`src/rtl/alu_issue_stage.sv`:
```
// alu_issue_stage
//   Single-entry operand-issue register that sits directly in front of the
//   combinational 64-bit ALU. It takes a decoded instruction, resolves both
//   source operands through EX/WB bypass forwarding, substitutes the
//   sign-extended immediate for ADDI, and presents registered op/a/b/rd to
//   the ALU under a valid/ready handshake. It also counts completed issues.
//
// Ports
//   clk, rst                 rising-edge clock, synchronous active-high reset
//   in_valid / in_ready      upstream handshake (in_ready is combinational)
//   in_op, in_rs1, in_rs2,
//   in_rd, in_rdata1/2,
//   in_imm                   decoded instruction and register-file read data
//   ex_fwd_en/addr/data      in-flight ALU result bypass
//   wb_en/addr/data          write-back bypass (same cycle as RF write)
//   flush                    drop the held entry and block capture
//   out_valid / out_ready    downstream handshake to the ALU result register
//   out_op, out_a, out_b,
//   out_rd                   registered ALU operation, operands, destination
//   issue_cnt                number of completed out_valid && out_ready edges

module alu_issue_stage #(
  parameter int DSIZE  = 64,
  parameter int AWIDTH = 4,
  parameter int IWIDTH = 16,
  parameter int CWIDTH = 32
) (
  input  logic              clk,
  input  logic              rst,
  input  logic              in_valid,
  output logic              in_ready,
  input  logic [2:0]        in_op,
  input  logic [AWIDTH-1:0] in_rs1,
  input  logic [AWIDTH-1:0] in_rs2,
  input  logic [AWIDTH-1:0] in_rd,
  input  logic [DSIZE-1:0]  in_rdata1,
  input  logic [DSIZE-1:0]  in_rdata2,
  input  logic [IWIDTH-1:0] in_imm,
  input  logic              ex_fwd_en,
  input  logic [AWIDTH-1:0] ex_fwd_addr,
  input  logic [DSIZE-1:0]  ex_fwd_data,
  input  logic              wb_en,
  input  logic [AWIDTH-1:0] wb_addr,
  input  logic [DSIZE-1:0]  wb_data,
  input  logic              flush,
  output logic              out_valid,
  input  logic              out_ready,
  output logic [2:0]        out_op,
  output logic [DSIZE-1:0]  out_a,
  output logic [DSIZE-1:0]  out_b,
  output logic [AWIDTH-1:0] out_rd,
  output logic [CWIDTH-1:0] issue_cnt
);

  // ALU operation encodings shared with the ALU
  localparam logic [2:0] OP_ADD  = 3'd0;
  localparam logic [2:0] OP_SUB  = 3'd1;
  localparam logic [2:0] OP_AND  = 3'd2;
  localparam logic [2:0] OP_XOR  = 3'd3;
  localparam logic [2:0] OP_COM  = 3'd4;
  localparam logic [2:0] OP_MUL  = 3'd5;
  localparam logic [2:0] OP_ADDI = 3'd6;

  localparam logic [CWIDTH-1:0] CNT_ONE = {{(CWIDTH-1){1'b0}}, 1'b1};

  // Source addresses and immediate flag of the held entry, kept so a
  // stalled entry can still pick up a write-back that lands while it waits.
  logic [AWIDTH-1:0] held_rs1;
  logic [AWIDTH-1:0] held_rs2;
  logic              held_imm;

  logic              accept;
  logic              transfer;
  logic              stall;
  logic [DSIZE-1:0]  fwd_a;
  logic [DSIZE-1:0]  fwd_b;
  logic [DSIZE-1:0]  imm_sext;

  // Operand bypass: register 0 is hardwired zero, then EX beats WB, then RF.
  function automatic logic [DSIZE-1:0] fwd(
    input logic [AWIDTH-1:0] r,
    input logic [DSIZE-1:0]  rf,
    input logic              xen,
    input logic [AWIDTH-1:0] xaddr,
    input logic [DSIZE-1:0]  xdata,
    input logic              wen,
    input logic [AWIDTH-1:0] waddr,
    input logic [DSIZE-1:0]  wdata
  );
    if (r == '0)
      return '0;
    else if (xen && (xaddr == r))
      return xdata;
    else if (wen && (waddr == r))
      return wdata;
    else
      return rf;
  endfunction

  assign in_ready = !rst && !flush && (!out_valid || out_ready);
  assign accept   = in_valid && in_ready;
  assign transfer = out_valid && out_ready;
  assign stall    = out_valid && !out_ready;
  assign imm_sext = {{(DSIZE-IWIDTH){in_imm[IWIDTH-1]}}, in_imm};

  // Resolve both source operands for an instruction being captured this cycle
  always_comb begin
    fwd_a = fwd(in_rs1, in_rdata1, ex_fwd_en, ex_fwd_addr, ex_fwd_data,
                wb_en, wb_addr, wb_data);
    fwd_b = (in_op == OP_ADDI) ? imm_sext
          : fwd(in_rs2, in_rdata2, ex_fwd_en, ex_fwd_addr, ex_fwd_data,
                wb_en, wb_addr, wb_data);
  end

  // Stage register: flush outranks capture; a stalled entry only refreshes
  // from the WB bus (the EX result it might match is already stale by then),
  // and the counter ticks on every completed transfer, including one that
  // completes in a flush cycle.
  always_ff @(posedge clk) begin
    if (rst) begin
      out_valid <= 1'b0;
      out_op    <= '0;
      out_a     <= '0;
      out_b     <= '0;
      out_rd    <= '0;
      issue_cnt <= '0;
      held_rs1  <= '0;
      held_rs2  <= '0;
      held_imm  <= 1'b0;
    end else begin
      if (transfer)
        issue_cnt <= issue_cnt + CNT_ONE;

      if (flush) begin
        out_valid <= 1'b0;
      end else if (accept) begin
        out_valid <= 1'b1;
        out_op    <= in_op;
        out_rd    <= in_rd;
        out_a     <= fwd_a;
        out_b     <= fwd_b;
        held_rs1  <= in_rs1;
        held_rs2  <= in_rs2;
        held_imm  <= (in_op == OP_ADDI);
      end else if (stall) begin
        if (wb_en && (wb_addr != '0) && (wb_addr == held_rs1))
          out_a <= wb_data;
        if (wb_en && (wb_addr != '0) && (wb_addr == held_rs2) && !held_imm)
          out_b <= wb_data;
      end else if (transfer) begin
        out_valid <= 1'b0;
      end
    end
  end

endmodule

```
`config.mk`:
```
export PLATFORM = sky130hd
export DESIGN_NAME = alu_issue_stage
export DESIGN_NICKNAME = d
export VERILOG_FILES = /design/src/rtl/alu_issue_stage.sv
export SDC_FILE = /design/constraint.sdc
export NUM_CORES = 1
export LEC_CHECK = 0
export CAP_MARGIN = 20
export CORE_MARGIN = 2
export CORE_UTILIZATION = 35
export DETAILED_ROUTE_END_ITERATION = 10
export PLACE_DENSITY = 0.66
export SLEW_MARGIN = 0
export SYNTH_ARGS = -nofsm -noshare
export SYNTH_HDL_FRONTEND = slang
export SYNTH_SLANG_ARGS = --single-unit
```
`constraint.sdc`:
```
create_clock -name clk -period 5.3 [get_ports clk]
set_input_delay 1.06 -clock clk [delete_from_list [all_inputs] [get_ports clk]]
set_output_delay 1.06 -clock clk [all_outputs]
set_load 0.05 [all_outputs]
```
==> key figures <==
Timing
  • Setup TNS: 0 ns
  • Slew @ Worst Pin: between 1 and 1.5 ns
  • Worst slew margin: ~23%
  • Final setup viols: 0
  • Skew final: between 0.007 and 0.008 ns
  • Final Hold Fails: 0
  • Fin. max-slew vios: 0
  • Peak Freq: 252 MHz
  • RSZ-0062 raised after global routing: no
  • Fin crit share: 75.0%
  • Fin crit period: roughly 4.0 ns

Setup path
  • R2r startpoint: out_valid$_SDFFE_PP0P_
  • Startpoint class of the critical path: primary input
  • Critical path class: in2out
  • CP startpoint: out_ready
  • RR Endpoint: out_a[9]$_SDFFE_PP0P_
  • Critical Path Fanout Max: 7
  • Worst Setup End Kind: primary output
  • Critical Path AT: a little under 3 ns
  • Setup crit end: in_ready
  • Worst R2R Path Depth: 6
  • Worst path required time: 4.24 ns
  • R2R setup slack: roughly 2.3 ns

Clock tree
  • H-tree depth: 4
  • Root buffer cell: clkbuf_16
  • Setup bufs post-CTS: 0
  • Worst-Skew Late Latency: 0.46 ns
  • TritonCTS clock tree: done
  • CTS max path bufs: 2
  • # clock sinks: 177
  • CTS Buf Count: 17
  • CTS Hold Buffers Added: 0
  • Worst-path clk slew: approximately 0.070 ns
  • PostCTS Resize Cnt: 0

Global routing
  • Initial antenna violation count: 9
  • Number of global-route vias before repair: 14500
  • Global-route wire length before repair: roughly 89000 um
  • Largest net degree at the start of global routing: about 130
  • Total gr overflow: 0
  • Tot GR Track Use: approximately 31%

Synthesis
  • Syn Inst Count: approximately 1700
  • Post-synth EDFFs: 0
  • Synth warnings: 0
  • Synth top area cells: dfxtp_1 29%, a21oi_1 7.7%, a31oi_1 6.4%, a311oi_1 5.6%, and4_1 5.0%
  • Cell Area, Synth: about 12000 um2
  • Synth Register Bits: approximately 180
  • Async SR Flop Fraction: 0%
  • Seq/Total Area, Yosys: approximately 29%
  • Post-synth top area share: 28.5%
  • Ys flop type: dfxtp_1
  • Syn Nets: slightly below 2000
  • Cell variety after synth: 55
  • Avg Inst Size Synth: 7.49 um2
  • Area leader, netlist: dfxtp_1

Run status
  • Status: completed

Drt
  • Vias post-DR: 15200
  • DR DRC count: 0
  • DRT antenna net count: 0
  • DRT iter0 DRCs: between 1000 and 1500
  • Vias per cell: about 6.2
  • Drt wl/cell: ~25 um
  • Pre-Repair DR Iteration Count: 8
  • Total routed wirelength: 60700 um

Power
  • Reg power frac: ~38%
  • Clock power frac: between 30% and 40%
  • Switch Pwr: roughly 1.3 mW
  • Maximum vdd drop: 0.000238 V
  • Power Density: around 200 nW/um2
  • Pint: between 2 and 2.5 mW
  • Logic pwr share: a little over a quarter
  • Sw Share: roughly a third
  • Pleak: 6.60 nW

Layout
  • Share of layout cells above drive strength 1: 6.06%
  • Nets: between 2000 and 2500
  • Area delta synth->final: 42.6%
  • Post-Route Utilization: approximately half
  • Most frequent cells in the layout: 469 x clkdlybuf4s50_1, 189 x a21oi_1, 177 x dfxtp_1
  • Commonest non-fill, non-tap cell in the layout: clkdlybuf4s50_1
  • Final-layout fill cell count: approximately 3500

Hold path
  • Hold path cells: 2
  • Hold Path Class: reg2reg

Die
  • DIE AREA: between 30000 and 40000 um2
  • Core ar.: approximately 35000 um2
  • Die H: a little under 200 um
  • Starting Density: a little over a third
  • # IOs: about 470
  • Row Count: between 60 and 70
  • Chip width: just under 200 um

Job
  • Max-Cap Viols: 0

Placement
  • GP Congestion: 0.902
  • I/O Buffers: 470
  • Post-DP HPWL: between 30000 and 40000 um
==> power by group through the flow <==
stage	Combinational (mW)	Sequential (mW)	Clock, mW
finish	0.984	1.37	1.25
global placement	0.962	1.40	0
floorplan	0.419	1.47	0
global route	1.03	1.37	1.32
CTS	0.973	1.37	1.27
detailed placement	0.968	1.40	0
==> cells by family after synthesis <==
family	synth area share [%]
AO/OA/AOI/OAI	39.5
AND/OR/NAND/NOR	17.0
buffers and inverters	11.3
flip-flops	28.5
XOR/XNOR	3.03
multiplexers	0.453
adder cells (fa/ha/maj)	0.101
==> cell usage after synthesis (6+ instances only) <==
cell type  count
a2111oi_0      9
a2111oi_1     19
a2111oi_2     21
a21boi_0      15
a21o_1        51
a21oi_1      190
a21oi_2       10
a311oi_1      79
a31oi_1      128
and2_1         8
and3_1        37
and4_1        71
buf_2         40
buf_6         10
clkbuf_1     148
dfxtp_1      177
inv_1        131
nand2_1       36
nand2b_1      12
nand3_1       80
nand3b_1       8
nand4_1        6
nor2_1        78
nor2b_1        8
o21ai_0      123
o311ai_1      10
o31ai_1       64
xnor2_1       16
xor2_1        27
==> critical path, stage by stage <==
cell and delay [ns]:
clkdlybuf4s50_1 0.60, nor2b_1 0.16, nor3_1 0.21, clkdlybuf4s50_1 0.88
==> registers in the layout, summed over array words and instances (netlist names) <==
name       cells
out_rd         4
out_a         64
held_rs1       4
out_op         3
issue_cnt     32
held_imm       1
out_valid      1
out_b         64
held_rs2       4
==> worst min-delay path by stage <==
| stage | endpoint | start | slack (ns) |
|---|---|---|---|
| finish | out_op[0]$_SDFFE_PP0P_ | out_op[0]$_SDFFE_PP0P_ | 0.48 |
| detailed placement | out_op[0]$_SDFFE_PP0P_ | out_op[0]$_SDFFE_PP0P_ | 0.48 |
| global placement | held_imm$_SDFFE_PP0P_ | held_imm$_SDFFE_PP0P_ | 0.45 |
| CTS | out_op[0]$_SDFFE_PP0P_ | out_op[0]$_SDFFE_PP0P_ | 0.49 |
| global route | held_imm$_SDFFE_PP0P_ | held_imm$_SDFFE_PP0P_ | 0.50 |
| floorplan | held_imm$_SDFFE_PP0P_ | held_imm$_SDFFE_PP0P_ | 0.44 |
==> layer usage <==
| layer | part of all wire, % | up-vias | global-route usage (%) |
|---|---|---|---|
| li1 | - | 6855 | - |
| met1 | 39 | 7216 | 38.4 |
| met2 | 47 | 976 | 51.3 |
| met3 | 11 | 148 | 8.42 |
| met4 | 3.5 | 2 | 13.7 |
| met5 | 0.013 | - | 0 |
==> final cells by class <==
cell class	count	area, um2	share of cell area [%]
antenna	10	25.0	0.141
clock buffer	18	439	2.48
clock inverter	13	106	0.600
inverter	131	492	2.77
multi-input combinational	1144	7550	42.6
sequential	177	3540	20.0
tap	461	577	3.25
timing repair buffer	498	4990	28.2
==> metrics by stage <==
stage	setup WS (ns)	cell area, um2	total power [mW]	instances	hold WS, ns
floorplan	1.53	12400	1.89	1659	0.437
global placement	1.21	17200	2.36	2411	0.448
detailed placement	1.12	17200	2.37	2411	0.476
CTS	1.35	17700	3.62	2442	0.487
global route	1.33	17700	3.72	2450	0.498
finish	1.33	17700	3.61	2452	0.480
(Power assumes the default switching activity.)
